### config.mk
export PLATFORM = sky130hd
export DESIGN_NAME = addsub_pipe
export DESIGN_NICKNAME = d
export VERILOG_FILES = /design/src/rtl/addsub_pkg.sv /design/src/rtl/addsub_core.sv /design/src/rtl/addsub_pipe.sv
export SDC_FILE = /design/constraint.sdc
export NUM_CORES = 1
export LEC_CHECK = 0
export BUFFER_PORTS_ARGS = -buffer_cell sky130_fd_sc_hd__buf_2
export CAP_MARGIN = 20
export CORE_MARGIN = 2
export CORE_UTILIZATION = 40
export DETAILED_ROUTE_END_ITERATION = 8
export SYNTH_ARGS = -nofsm -noshare
export SYNTH_HDL_FRONTEND = slang
export SYNTH_HIERARCHICAL = 1
export SYNTH_SLANG_ARGS = --single-unit
### constraint.sdc
create_clock -name clk -period 6.5 [get_ports clk]
set_input_delay 0.975 -clock clk [delete_from_list [all_inputs] [get_ports clk]]
set_output_delay 0.975 -clock clk [all_outputs]
set_load 0.02 [all_outputs]
### src/rtl/addsub_pkg.sv
// Shared types and defaults for the pipelined add/subtract unit.
package addsub_pkg;

   localparam int ADDSUB_WIDTH_DEFAULT = 8;

   typedef enum logic [1:0] {
      OP_ADD = 2'd0,
      OP_SUB = 2'd1,
      OP_INC = 2'd2,
      OP_DEC = 2'd3
   } op_e;

   typedef struct packed {
      logic carry;
      logic zero;
   } flags_t;

endpackage

### src/rtl/addsub_core.sv
// Combinational add/subtract/increment/decrement with carry and zero flags.
// Optional saturation is enabled by defining ADDSUB_SAT_EN.
module addsub_core
   import addsub_pkg::*;
#(
   parameter int WIDTH = ADDSUB_WIDTH_DEFAULT
) (
   input  logic [WIDTH-1:0] a,
   input  logic [WIDTH-1:0] b,
   input  op_e              op,
   output logic [WIDTH-1:0] result,
   output flags_t           flags
);

   logic [WIDTH-1:0] addend;
   logic             cin;
   logic [WIDTH:0]   sum;
   logic [WIDTH-1:0] shaped;

   // Every operation is one WIDTH+1 adder: a + addend + cin.
   always_comb begin
      addend = b;
      cin    = 1'b0;
      case (op)
         OP_ADD: begin
            addend = b;
            cin    = 1'b0;
         end
         OP_SUB: begin
            addend = ~b;
            cin    = 1'b1;
         end
         OP_INC: begin
            addend = '0;
            cin    = 1'b1;
         end
         OP_DEC: begin
            addend = '1;
            cin    = 1'b0;
         end
         default: begin
            addend = b;
            cin    = 1'b0;
         end
      endcase
      sum = {1'b0, a} + {1'b0, addend} + {{WIDTH{1'b0}}, cin};
   end

`ifdef ADDSUB_SAT_EN
   // Carry out of ADD/INC means overflow; missing carry on SUB/DEC means borrow.
   always_comb begin
      shaped = sum[WIDTH-1:0];
      if ((op == OP_ADD || op == OP_INC) && sum[WIDTH]) begin
         shaped = '1;
      end else if ((op == OP_SUB || op == OP_DEC) && !sum[WIDTH]) begin
         shaped = '0;
      end
   end
`else
   always_comb begin
      shaped = sum[WIDTH-1:0];
   end
`endif

   always_comb begin
      result      = shaped;
      flags.carry = sum[WIDTH];
      flags.zero  = (shaped == '0);
   end

endmodule

### src/rtl/addsub_pipe.sv
// Two-stage valid/ready add/subtract pipeline with a consumed-result counter.
// Saturating results when built with ADDSUB_SAT_EN defined.
module addsub_pipe
   import addsub_pkg::*;
#(
   parameter int WIDTH   = ADDSUB_WIDTH_DEFAULT,
   parameter int COUNT_W = 16
) (
   input  logic               clk,
   input  logic               rst,
   input  logic               in_valid,
   output logic               in_ready,
   input  logic [WIDTH-1:0]   a_in,
   input  logic [WIDTH-1:0]   b_in,
   input  op_e                op_in,
   output logic               out_valid,
   input  logic               out_ready,
   output logic [WIDTH-1:0]   result_out,
   output logic               carry_out,
   output logic               zero_out,
   output logic [COUNT_W-1:0] count_out
);

   // Handshake: a beat transfers on any rising edge where valid && ready.
   // Producers may not assume ready before asserting valid; ready may depend
   // combinationally on the downstream ready (out_ready -> in_ready path).

   logic               s1_valid;
   logic [WIDTH-1:0]   s1_a;
   logic [WIDTH-1:0]   s1_b;
   op_e                s1_op;

   logic               s2_valid;
   logic [WIDTH-1:0]   s2_result;
   flags_t             s2_flags;

   logic [COUNT_W-1:0] count;

   logic [WIDTH-1:0]   core_result;
   flags_t             core_flags;

   logic               s2_load;
   logic               s1_advance;
   logic               accept;
   logic               consume;

   always_comb begin
      consume    = s2_valid && out_ready;
      s2_load    = !s2_valid || out_ready;
      s1_advance = s1_valid && s2_load;
      in_ready   = !s1_valid || s1_advance;
      accept     = in_valid && in_ready;
   end

   addsub_core #(
      .WIDTH (WIDTH)
   ) u_core (
      .a      (s1_a),
      .b      (s1_b),
      .op     (s1_op),
      .result (core_result),
      .flags  (core_flags)
   );

   always_ff @(posedge clk or posedge rst) begin
      if (rst) begin
         s1_valid <= 1'b0;
         s1_a     <= '0;
         s1_b     <= '0;
         s1_op    <= OP_ADD;
      end else if (accept) begin
         s1_valid <= 1'b1;
         s1_a     <= a_in;
         s1_b     <= b_in;
         s1_op    <= op_in;
      end else if (s1_advance) begin
         s1_valid <= 1'b0;
      end
   end

   // S2 keeps its data when it drains empty so outputs never glitch to junk.
   always_ff @(posedge clk or posedge rst) begin
      if (rst) begin
         s2_valid  <= 1'b0;
         s2_result <= '0;
         s2_flags  <= '0;
      end else if (s2_load) begin
         s2_valid <= s1_valid;
         if (s1_valid) begin
            s2_result <= core_result;
            s2_flags  <= core_flags;
         end
      end
   end

   always_ff @(posedge clk or posedge rst) begin
      if (rst) begin
         count <= '0;
      end else if (consume) begin
         count <= count + COUNT_W'(1);
      end
   end

   always_comb begin
      out_valid  = s2_valid;
      result_out = s2_result;
      carry_out  = s2_flags.carry;
      zero_out   = s2_flags.zero;
      count_out  = count;
   end

endmodule

==> impl_results.md, run 1 <==
- DR WL/cell: between 10 and 15 um
- Initial core utilization: 41.28%
- Worst-path cell chain: inv_1, ha_1, a211oi_1, a21o_1, fa_1, fa_1, xnor2_1, or3_1, a221o_1, nor4_2, mux2_2
- Max-slew headroom: 67.21%
- Placed cell areas: between 0.002 and 0.003 sq mm
- Final cell count without fillers: 336
- Cell taking the most area after synthesis: dfrtp_1
- RSZ-0062 raised after global routing: false
- Final instance area: 0.002883 sq mm
- Hold Buf Count CTS: 0
- Vias in the first global route: ~1600
- Synth unique cells: between 40 and 50
- Post-route ant nets: 0
- #FFs+latches synth: 46
- Commonest non-fill, non-tap cell in the layout: buf_2
- Yosys warnings: 6
- DRC errors left: 0
- Largest net degree at the start of global routing: between 40 and 50
- Power Density: ~360 mW/mm^2
- Max-cap violations: 0
- Final Power: slightly above 1 mW
- Clk buf depth: 2
- CP most frequent cell: fa_1
- GP Congestion: around 0.76
- Cell count after synthesis: slightly above 200
- Synthesized area per cell: between 10 and 15 sq um
- Setup TNS: 0 ns
- Nets@finish: around 300
- Outcome: finished clean
- Critical Setup Path Class: register to register
- Initial antenna violation count: 0
- P_leak: roughly 1.4 nW
- Routed via count: around 1700
- Post-Route WL: ~4400 um
- Post-synth EDFFs: 0
- Util after Layout: 48.98%
- Pins Over Slew Limit: 0
- Global-route wire length before repair: about 7200 um
- Core area: between 0.005 and 0.006 sq mm
- Die Y: between 80 and 90 um
- Worst Setup Start Kind: register
- Global Route Usage Sum: approximately 14%
- Layout cells sized above 1: about 39%
- CP max stage cell: ha_1
- Most frequent cells in the layout: buf_2 (49), dfrtp_1 (46), mux2_2 (29), inv_1 (19), xnor2_1 (13)
- Tmin final: 3.283 ns
- Post-cts sizing count: 0
- Measured slew at the worst slew-check pin: a little under 0.5 ns
- Initial detailed-routing violation count: just under 90
- Crit Path Max Fanout: 16
- Grt ovf: 0
- Fraction of registers with async set/reset: 100.0%
- F_max: roughly 300 MHz
- Setup-failing EPs final: 0
- Crit path capture type: register
- Sink Count: 46
- Vias per cell: between 4 and 5
- IO Port Bufs: 49
- Syn Nets: approximately 240
- # Post-CTS Setup Buffers: 0
- Worst-Skew Late Latency: 0.31 ns
- Top_reg_cell synth: dfrtp_1
- Die Wd: 81.94 um
- H-tree lvl count: 2
- Std-Cell Rows: 28
- CTS Buf Count: 5
- DP Cell Count: roughly 330
- CP arrival: ~3.5 ns
- Yosys top cell area share: between 40% and 50%
- Syn Std Cell Area: between 0.002 and 0.0025 sq mm
- Hold Crit Class: register to register
- Worst endpoint required time: between 6 and 7 ns
- Final period utilization: 50.51%
- Hold Fails Final Rpt: 0
- Total die area: 0.006714 sq mm
- IO Pins: 50
- DP HPWL: between 3000 and 4000 um
- Clock transition at the registers of the reported paths: around 0.090 ns
- Max VDD drop: approximately 0.23 mV
- Sequential area share after synthesis: between 40% and 50%
- Area contributors post-synth: dfrtp_1 (47%), mux2_2 (13%), ha_1 (5.7%)
- DR pass1 iterations: 4
- Area Growth Syn to Fin: 18.64%
- Root Driver: clkbuf_8
- TritonCTS clock tree: built
- Fin Clk Skew: just over 0.009 ns
- Number of diodes: 0
- Max stage delay on crit path: 0.46 ns
==> path summary, 6_finish.rpt <==
kind                                      startpoint                         to  slack [ns]  depth (start not counted)
max                             s1_op[1]$_DFFE_PP0P_       zero_out$_DFFE_PP0P_        3.22                         11
min                        count_out[15]$_DFFE_PP0P_  count_out[15]$_DFFE_PP0P_        0.47                          1
max reg2reg                     s1_op[1]$_DFFE_PP0P_       zero_out$_DFFE_PP0P_        3.22                         11
min reg2reg                count_out[15]$_DFFE_PP0P_  count_out[15]$_DFFE_PP0P_        0.47                          1
max in group asynchronous                        rst        s1_b[4]$_DFFE_PP0P_        5.56                          3
min in group asynchronous                        rst   count_out[3]$_DFFE_PP0P_        0.52                          2
==> registers in the layout, indices dropped and copies added, names as in the netlist <==
signal      flops
s1_valid        1
out_valid       1
s1_op           2
result_out      8
s1_a            8
zero_out        1
count_out      16
carry_out       1
s1_b            8
==> where the power goes <==
part,switching [mW],internal (mW)
Clock,0.101,0.115
Sequential,0.0466,0.352
Combinational,0.227,0.193
==> Yosys cell counts, types with 3 or more instances <==
master,n
xor2_1,5
and2_1,3
nor3_1,3
a211oi_1,7
clkbuf_1,3
xnor2_1,13
mux2_2,29
nand4_1,3
a21oi_1,7
dfrtp_1,46
nand3_1,4
o21ai_0,4
nor2_1,5
inv_1,20
ha_1,11
nand2b_1,5
nand2_1,6
==> stage by stage <==
step / setup WS (ns) / hold WS (ns)
after floorplan: 3.486 / 0.4775
after global placement: 3.307 / 0.4570
after detailed placement: 3.243 / 0.4610
after CTS: 3.211 / 0.4729
after global routing: 2.997 / 0.4916
final: 3.217 / 0.4701
==> metal layers <==
layer	vias to the layer above	part of all wire [%]	track usage [%]
li1	825	-	-
met1	778	47	19.65
met2	41	45	21.22
met3	8	5.9	3.736
met4	0	1.9	6.500
met5	-	0	0
==> critical path: cells and delay by family, from the launching register on <==
kind | cells | cell delay [ns]
AOI/OAI and AO/OA | 3 | 0.57
and+or+nand+nor | 2 | 0.44
DFF | 1 | 0.40
adders and majority gates | 3 | 1.38
muxes | 1 | 0.18
buffers and inverters | 1 | 0.08
xor gates and xnor gates | 1 | 0.16
==> logic make-up (layout without fill, tap and decap cells) <==
| kind of cell | after synthesis | after routing | share of synthesized area (%) |
|---|---|---|---|
| AOI/OAI and AO/OA | 31 | 31 | 9.475 |
| xor gates and xnor gates | 18 | 18 | 6.488 |
| muxes | 29 | 29 | 13.44 |
| DFF | 46 | 46 | 47.37 |
| buffers and inverters | 24 | 78 | 3.862 |
| adders and majority gates | 13 | 13 | 7.312 |
| and+or+nand+nor | 46 | 46 | 12.05 |
==> layout make-up <==
cell class | instances | area [sq um]
Timing Repair Buffer | 50 | 265.3
Tap cell | 75 | 93.84
Fill cell | 571 | 3003
Clock inverter | 3 | 43.79
Inverter | 20 | 75.07
Clock buffer | 5 | 68.82
Sequential cell | 46 | 1151
Multi-Input combinational cell | 137 | 1185
(Power assumes the default switching activity.)
==> run 2: changes to the inputs <==
==> constraint.sdc (replaced) <==
create_clock -name clk -period 2.8 [get_ports clk]
set_input_delay 0.42 -clock clk [delete_from_list [all_inputs] [get_ports clk]]
set_output_delay 0.42 -clock clk [all_outputs]
set_load 0.02 [all_outputs]
==> impl_results.md, run 2 (same netlist as run 1, synthesis figures left out) <==
- Outcome: finished with violations (was finished clean)
- Failing checks: negative setup slack
- Layout cells sized above 1: 40.60% (was 38.70%)
- Vias per cell: 4.912 (was 4.917)
- Total die area: 0.006714 sq mm (unchanged)
- Vias in the first global route: 1671 (was 1553)
- DP Cell Count: 331 (was 327)
- IO Pins: 50 (unchanged)
- Largest net degree at the start of global routing: 47 (unchanged)
- Commonest non-fill, non-tap cell in the layout: buf_2 (unchanged)
- Final Power: 2.357 mW (was 1.036 mW)
- Max VDD drop: 0.5499 mV (was 0.2301 mV)
- Worst Slack Setup Final: -0.02498 ns (was 3.217 ns)
- F_max: 354.0 MHz (was 304.6 MHz)
- Top layer in use: met4 (unchanged)
- Worst Setup Start Kind: register (unchanged)
- Number of diodes: 0 (unchanged)
- DRC errors left: 0 (unchanged)
- Initial core utilization: 41.28% (unchanged)
- R2r endpoint: zero_out$_DFFE_PP0P_ (unchanged)
- Grt ovf: 0 (unchanged)
- Post-route ant nets: 0 (unchanged)
- Setup TNS: -0.02498 ns (was 0 ns)
- Clock transition at the registers of the reported paths: 0.09 ns (about the same)
- Worst endpoint required time: 3.05 ns (was 6.75 ns)
- Setup slack at placement: -0.007165 ns (was 3.243 ns)
- Die Y: 81.94 um (unchanged)
- Worst reg2reg setup slack: -0.02 ns (was 3.22 ns)
- Hold Fails Final Rpt: 0 (unchanged)
- Post-Route WL: 4513 um (was 4361 um)
- Cells on worst reg2reg path: 11 (unchanged)
- DR WL/cell: 13.23 um (was 12.98 um)
- Util after Layout: 49.30% (was 48.98%)
- Root Driver: clkbuf_8 (unchanged)
- Core area: 0.005886 sq mm (unchanged)
- Std-Cell Rows: 28 (unchanged)
- TritonCTS clock tree: built (unchanged)
- Setup-failing EPs final: 1 (was 0)
- Sink Count: 46 (unchanged)
- GP Congestion: 0.7976 (was 0.7633)
- Routed via count: 1675 (was 1652)
- Final period utilization: 100.9% (was 50.51%)
- Most frequent cells in the layout: buf_2 (49), dfrtp_1 (46), mux2_2 (29), inv_1 (19), xnor2_1 (13) (unchanged)
- WL met1: 2025 um (was 2038 um)
- Area Growth Syn to Fin: 19.41% (was 18.64%)
- Fin Clk Skew: 0.007607 ns (was 0.009077 ns)
- RSZ-0062 raised after global routing: true (was false)
- Worst-Skew Late Latency: 0.30 ns (was 0.31 ns)
- Met2 WL: 2215 um (was 1980 um)
- Crit path capture type: register (unchanged)
- R2R Path Start: s1_op[1]$_DFFE_PP0P_ (unchanged)
- Fillers: 584 (was 571)
- Crit Path Max Fanout: 3 (was 16)
- Global-route wire length before repair: 7527 um (was 7210 um)
- Power Density: 812.4 mW/mm^2 (was 359.3 mW/mm^2)
- Hold Crit Class: primary input to async pin (was register to register)
- Max FFs per register: 16 (unchanged)
- H-tree lvl count: 2 (unchanged)
- Initial detailed-routing violation count: 60 (was 89)
- Max-slew headroom: 61.26% (was 67.21%)
- DP HPWL: 3361 um (was 3314 um)
- IO Port Bufs: 49 (unchanged)
- CP arrival: 3.07 ns (was 3.53 ns)
- Max-cap violations: 0 (unchanged)
- Final cell count without fillers: 341 (was 336)
- CTS Buf Count: 5 (unchanged)
- Clk buf depth: 2 (unchanged)
- Global Route Usage Sum: 14.63% (was 14.34%)
- Critical Setup Path Class: register to register (unchanged)
- Pins Over Slew Limit: 0 (unchanged)
- Die Wd: 81.94 um (unchanged)
- P_leak: 1.389 nW (was 1.388 nW)
- DR pass1 iterations: 4 (unchanged)
- Measured slew at the worst slew-check pin: 0.5812 ns (was 0.4918 ns)
- Initial antenna violation count: 0 (unchanged)
- Nets@finish: 300 (was 295)
- Tmin final: 2.825 ns (was 3.283 ns)
- DR WL met3: 223 um (was 258 um)
[run 2: metal layers]
metal / up-vias / global-route usage (%)
met4: 0 / 4.000
met1: 798 / 18.90
met3: 6 / 3.626
met2: 35 / 24.39
li1: 836 / -
met5: - / 0
[run 2: worst max-delay path by stage]
stage	start	end	slack (ns)
global placement	s1_op[0]$_DFFE_PP0P_	zero_out$_DFFE_PP0P_	0.05
global route	s1_op[1]$_DFFE_PP0P_	zero_out$_DFFE_PP0P_	-0.22
detailed placement	s1_op[1]$_DFFE_PP0P_	zero_out$_DFFE_PP0P_	-0.007
CTS	s1_op[1]$_DFFE_PP0P_	zero_out$_DFFE_PP0P_	-0.04
floorplan	s1_op[1]$_DFFE_PP0P_	zero_out$_DFFE_PP0P_	-0.007
finish	s1_op[1]$_DFFE_PP0P_	zero_out$_DFFE_PP0P_	-0.02
[run 2: worst max-delay path, cell delays in order (launching register included)]
cell and delay (ns):
dfrtp_1 0.41, inv_1 0.09, ha_1 0.16, a211oi_1 0.08
a21o_1 0.17, fa_2 0.38, fa_2 0.52, inv_1 0.05
or3_1 0.33, a221o_1 0.28, nor4_2 0.13, mux2_2 0.17
[run 2: cell type report]
cell class                      instances  area, sq um  share of cell area, %
Clock inverter                          3        21.27                 0.7331
Multi-Input combinational cell        137         1201                  41.40
Clock buffer                            5        68.82                  2.372
Timing Repair Buffer                   55        290.3                  10.00
Tap cell                               75        93.84                  3.234
Inverter                               20        75.07                  2.587
Sequential cell                        46         1151                  39.67
[run 2: stage by stage]
stage | hold WS, ns | instance area [sq um]
after floorplan | 0.4775 | 2459
after global placement | 0.4557 | 2788
after detailed placement | 0.4613 | 2788
after CTS | 0.2630 | 2878
after global routing | 0.2974 | 2902
final | 0.2473 | 2902
[run 2: timing repair]
action                     in CTS  in global routing
setup buffers                   0                  2
pin swaps                       0                  1
gates resized for setup         0                  1
hold buffers                    0                  0
gates cloned                    0                  0
setup endpoints to repair       1                  3
[run 2: power breakdown]
part	switching (mW)	leakage, nW	internal [mW]
logic	0.544	0.787	0.471
registers	0.110	0.558	0.817
clock network	0.240	0.0441	0.176
total	0.894	1.39	1.46
==> run 3: changes to the inputs <==
--- a/config.mk
+++ b/config.mk
@@ -5,6 +5,7 @@
 export SDC_FILE = /design/constraint.sdc
 export NUM_CORES = 1
 export LEC_CHECK = 0
+export ABC_AREA = 1
 export BUFFER_PORTS_ARGS = -buffer_cell sky130_fd_sc_hd__buf_2
 export CAP_MARGIN = 20
 export CORE_MARGIN = 2
==> impl_results.md, run 3 <==
- Root Driver: clkbuf_8 (unchanged)
- Area Growth Syn to Fin: 16.78% (was 19.41%)
- DR WL/cell: 11.34 um (was 13.23 um)
- Setup slack at placement: 0.04652 ns (was -0.007165 ns)
- RSZ-0062 raised after global routing: false (was true)
- Initial detailed-routing violation count: 101 (was 60)
- Commonest non-fill, non-tap cell in the layout: nand2_1 (was buf_2)
- F_max: 391.9 MHz (was 354.0 MHz)
- Crit path capture type: register (unchanged)
- Worst-Skew Late Latency: 0.30 ns (about the same)
- Die Y: 85.34 um (was 81.94 um)
- CTS Buf Count: 5 (unchanged)
- Sequential area share after synthesis: 43.50% (was 47.37%)
- Initial core utilization: 41.44% (was 41.28%)
- Global Route Usage Sum: 14.98% (was 14.63%)
- Worst Slack Setup Final: 0.2485 ns (was -0.02498 ns)
- Setup-failing EPs final: 0 (was 1)
- IO Port Bufs: 49 (unchanged)
- CP arrival: 2.74 ns (was 3.07 ns)
- IO Pins: 50 (unchanged)
- #FFs+latches synth: 46 (unchanged)
- Number of diodes: 0 (unchanged)
- Area contributors post-synth: dfrtp_1 (43%), nand2_1 (14%), inv_1 (6.7%) (was dfrtp_1 (47%), mux2_2 (13%), ha_1 (5.7%))
- Worst Setup Start Kind: register (unchanged)
- Tmin final: 2.551 ns (was 2.825 ns)
- Register Area: 0.001151 sq mm (unchanged)
- Area occupied by multi-input gates: 0.001296 sq mm (was 0.001201 sq mm)
- Post-Route WL: 5115 um (was 4513 um)
- Std-Cell Rows: 29 (was 28)
- Vias per cell: 4.670 (was 4.912)
- Crit Path Max Fanout: 8 (was 3)
- Grt ovf: 0 (unchanged)
- Largest net degree at the start of global routing: 47 (unchanged)
- Setup TNS: 0 ns (was -0.02498 ns)
- Util after Layout: 48.39% (was 49.30%)
- Die Wd: 85.34 um (was 81.94 um)
- Nets@finish: 408 (was 300)
- Global-route wire length before repair: 8797 um (was 7527 um)
- Cell taking the most area after synthesis: dfrtp_1 (unchanged)
- DR pass1 iterations: 4 (unchanged)
- Initial antenna violation count: 0 (unchanged)
- Yosys warnings: 6 (unchanged)
- Max-cap violations: 0 (unchanged)
- Max VDD drop: 0.3677 mV (was 0.5499 mV)
- Most frequent cells in the layout: nand2_1 (96), buf_2 (49), inv_1 (46), dfrtp_1 (46), nand3_1 (32) (was buf_2 (49), dfrtp_1 (46), mux2_2 (29), inv_1 (19), xnor2_1 (13))
- Max FFs per register: 16 (unchanged)
- Top_reg_cell synth: dfrtp_1 (unchanged)
- Final period utilization: 91.12% (was 100.9%)
- DP HPWL: 3992 um (was 3361 um)
- DRC errors left: 0 (unchanged)
- Synthesized area per cell: 8.296 sq um (was 11.74 sq um)
- Fillers: 665 (was 584)
- Post-cts sizing count: 0 (unchanged)
- Synth unique cells: 28 (was 43)
- Final instance area: 0.003090 sq mm (was 0.002902 sq mm)
- Synth top cells by count: nand2_1 (96), inv_1 (47), dfrtp_1 (46), nand3_1 (32), nor2_1 (17) (was dfrtp_1 (46), mux2_2 (29), inv_1 (20), xnor2_1 (13), ha_1 (11))
- Clk buf depth: 2 (unchanged)
- Fraction of registers with async set/reset: 100.0% (unchanged)
- Layout cells sized above 1: 24.87% (was 40.60%)
- Total die area: 0.007282 sq mm (was 0.006714 sq mm)
- Hold Buf Count CTS: 0 (unchanged)
- Measured slew at the worst slew-check pin: 0.5845 ns (was 0.5812 ns)
- Worst endpoint required time: 2.99 ns (was 3.05 ns)
- Sink Count: 46 (unchanged)
- Vias in the first global route: 1971 (was 1671)
- Most numerous cell in the Yosys netlist: nand2_1 (was dfrtp_1)
- Routed via count: 2106 (was 1675)
- Power Density: 783.8 mW/mm^2 (was 812.4 mW/mm^2)
- P_leak: 1.778 nW (was 1.389 nW)
- Clock transition at the registers of the reported paths: 0.08 ns (was 0.09 ns)
- Syn Std Cell Area: 0.002646 sq mm (was 0.002430 sq mm)
- GP Congestion: 0.8570 (was 0.7976)
- Syn Nets: 354 (was 242)
- Post-synth EDFFs: 0 (unchanged)
- Max-slew headroom: 61.03% (was 61.26%)
- H-tree lvl count: 2 (unchanged)
- Hold Fails Final Rpt: 0 (unchanged)
- Core area: 0.006386 sq mm (was 0.005886 sq mm)
- Fin Clk Skew: 0.006778 ns (was 0.007607 ns)
- Critical Setup Path Class: register to register (unchanged)
- Post-route ant nets: 0 (unchanged)
- Pins Over Slew Limit: 0 (unchanged)
- TritonCTS clock tree: built (unchanged)
- Cell count after synthesis: 319 (was 207)
- Hold Crit Class: primary input to async pin (unchanged)
- Outcome: finished clean (was finished with violations)
- Yosys top cell area share: 43.50% (was 47.37%)
- Placed cell areas: 0.002979 sq mm (was 0.002788 sq mm)
- # Post-CTS Setup Buffers: 0 (unchanged)
==> run 3: cells by family after synthesis <==
logic type / synth area share [%]
compound gates: 4.539
xor+xnor: 3.972
fa+ha+maj: 6.714
buf+inv: 8.133
flops: 43.50
mux: 5.532
simple gates: 27.61
==> run 3: layout make-up <==
class | count | area share, %
clock buffer | 6 | 2.672
clock inverter | 2 | 0.4049
inverter | 47 | 5.709
multi-input combinational | 220 | 41.94
sequential | 46 | 37.25
tap | 77 | 3.117
timing repair buffer | 53 | 8.907
==> run 3: layer usage <==
layer	GRT usage, %	share of wire, %	vias up
met3	2.918	4.3	6
met5	0	0	-
met2	23.30	44	39
met4	4.762	1.3	0
li1	-	-	1102
met1	21.11	51	959
==> run 3: critical path: stages (launching register included) <==
cell and delay [ns]:
dfrtp_1 0.41, inv_1 0.09, ha_2 0.18, nor2_2 0.07, o21ai_0 0.07, o21ai_1 0.11
fa_2 0.38, fa_2 0.35, inv_1 0.07, nand2_1 0.06, nand2_2 0.08, nand3_1 0.09
nand3_1 0.09, nor2_1 0.04, nand2_1 0.07, nor2_2 0.03, mux2_4 0.25
==> run 3: per-stage QoR <==
| stage | cells | hold slack [ns] | power [mW] |
|---|---|---|---|
| 6_report | 451 | 0.2432 | 2.422 |
| 5_1_grt | 451 | 0.2986 | 2.618 |
| 4_1_cts | 451 | 0.2671 | 2.444 |
| 3_5_place_dp | 443 | 0.4643 | 2.010 |
| 3_3_place_gp | 443 | 0.4605 | 1.979 |
| 2_1_floorplan | 319 | 0.4419 | 1.732 |
==> run 3: final timing paths <==
check                                             to  cells after the start                 start  slack (ns)
min                        count_out[14]$_DFFE_PP0P_                      3                   rst        0.24
min in group clk                 s1_b[5]$_DFFE_PP0P_                      3               b_in[5]        0.35
min reg2reg                      s1_a[0]$_DFFE_PP0P_                      2   s1_a[0]$_DFFE_PP0P_        0.48
max in group asynchronous        s1_a[0]$_DFFE_PP0P_                      3                   rst        2.15
max reg2reg                     zero_out$_DFFE_PP0P_                     16  s1_op[1]$_DFFE_PP0P_        0.25
max                             zero_out$_DFFE_PP0P_                     16  s1_op[1]$_DFFE_PP0P_        0.25
==> run 3: power breakdown <==
part	total [mW]	internal [mW]	switching (mW)	leakage, nW
clock	0.424	0.199	0.226	0.0472
sequential	0.922	0.812	0.110	0.573
combinational	1.08	0.458	0.618	1.16
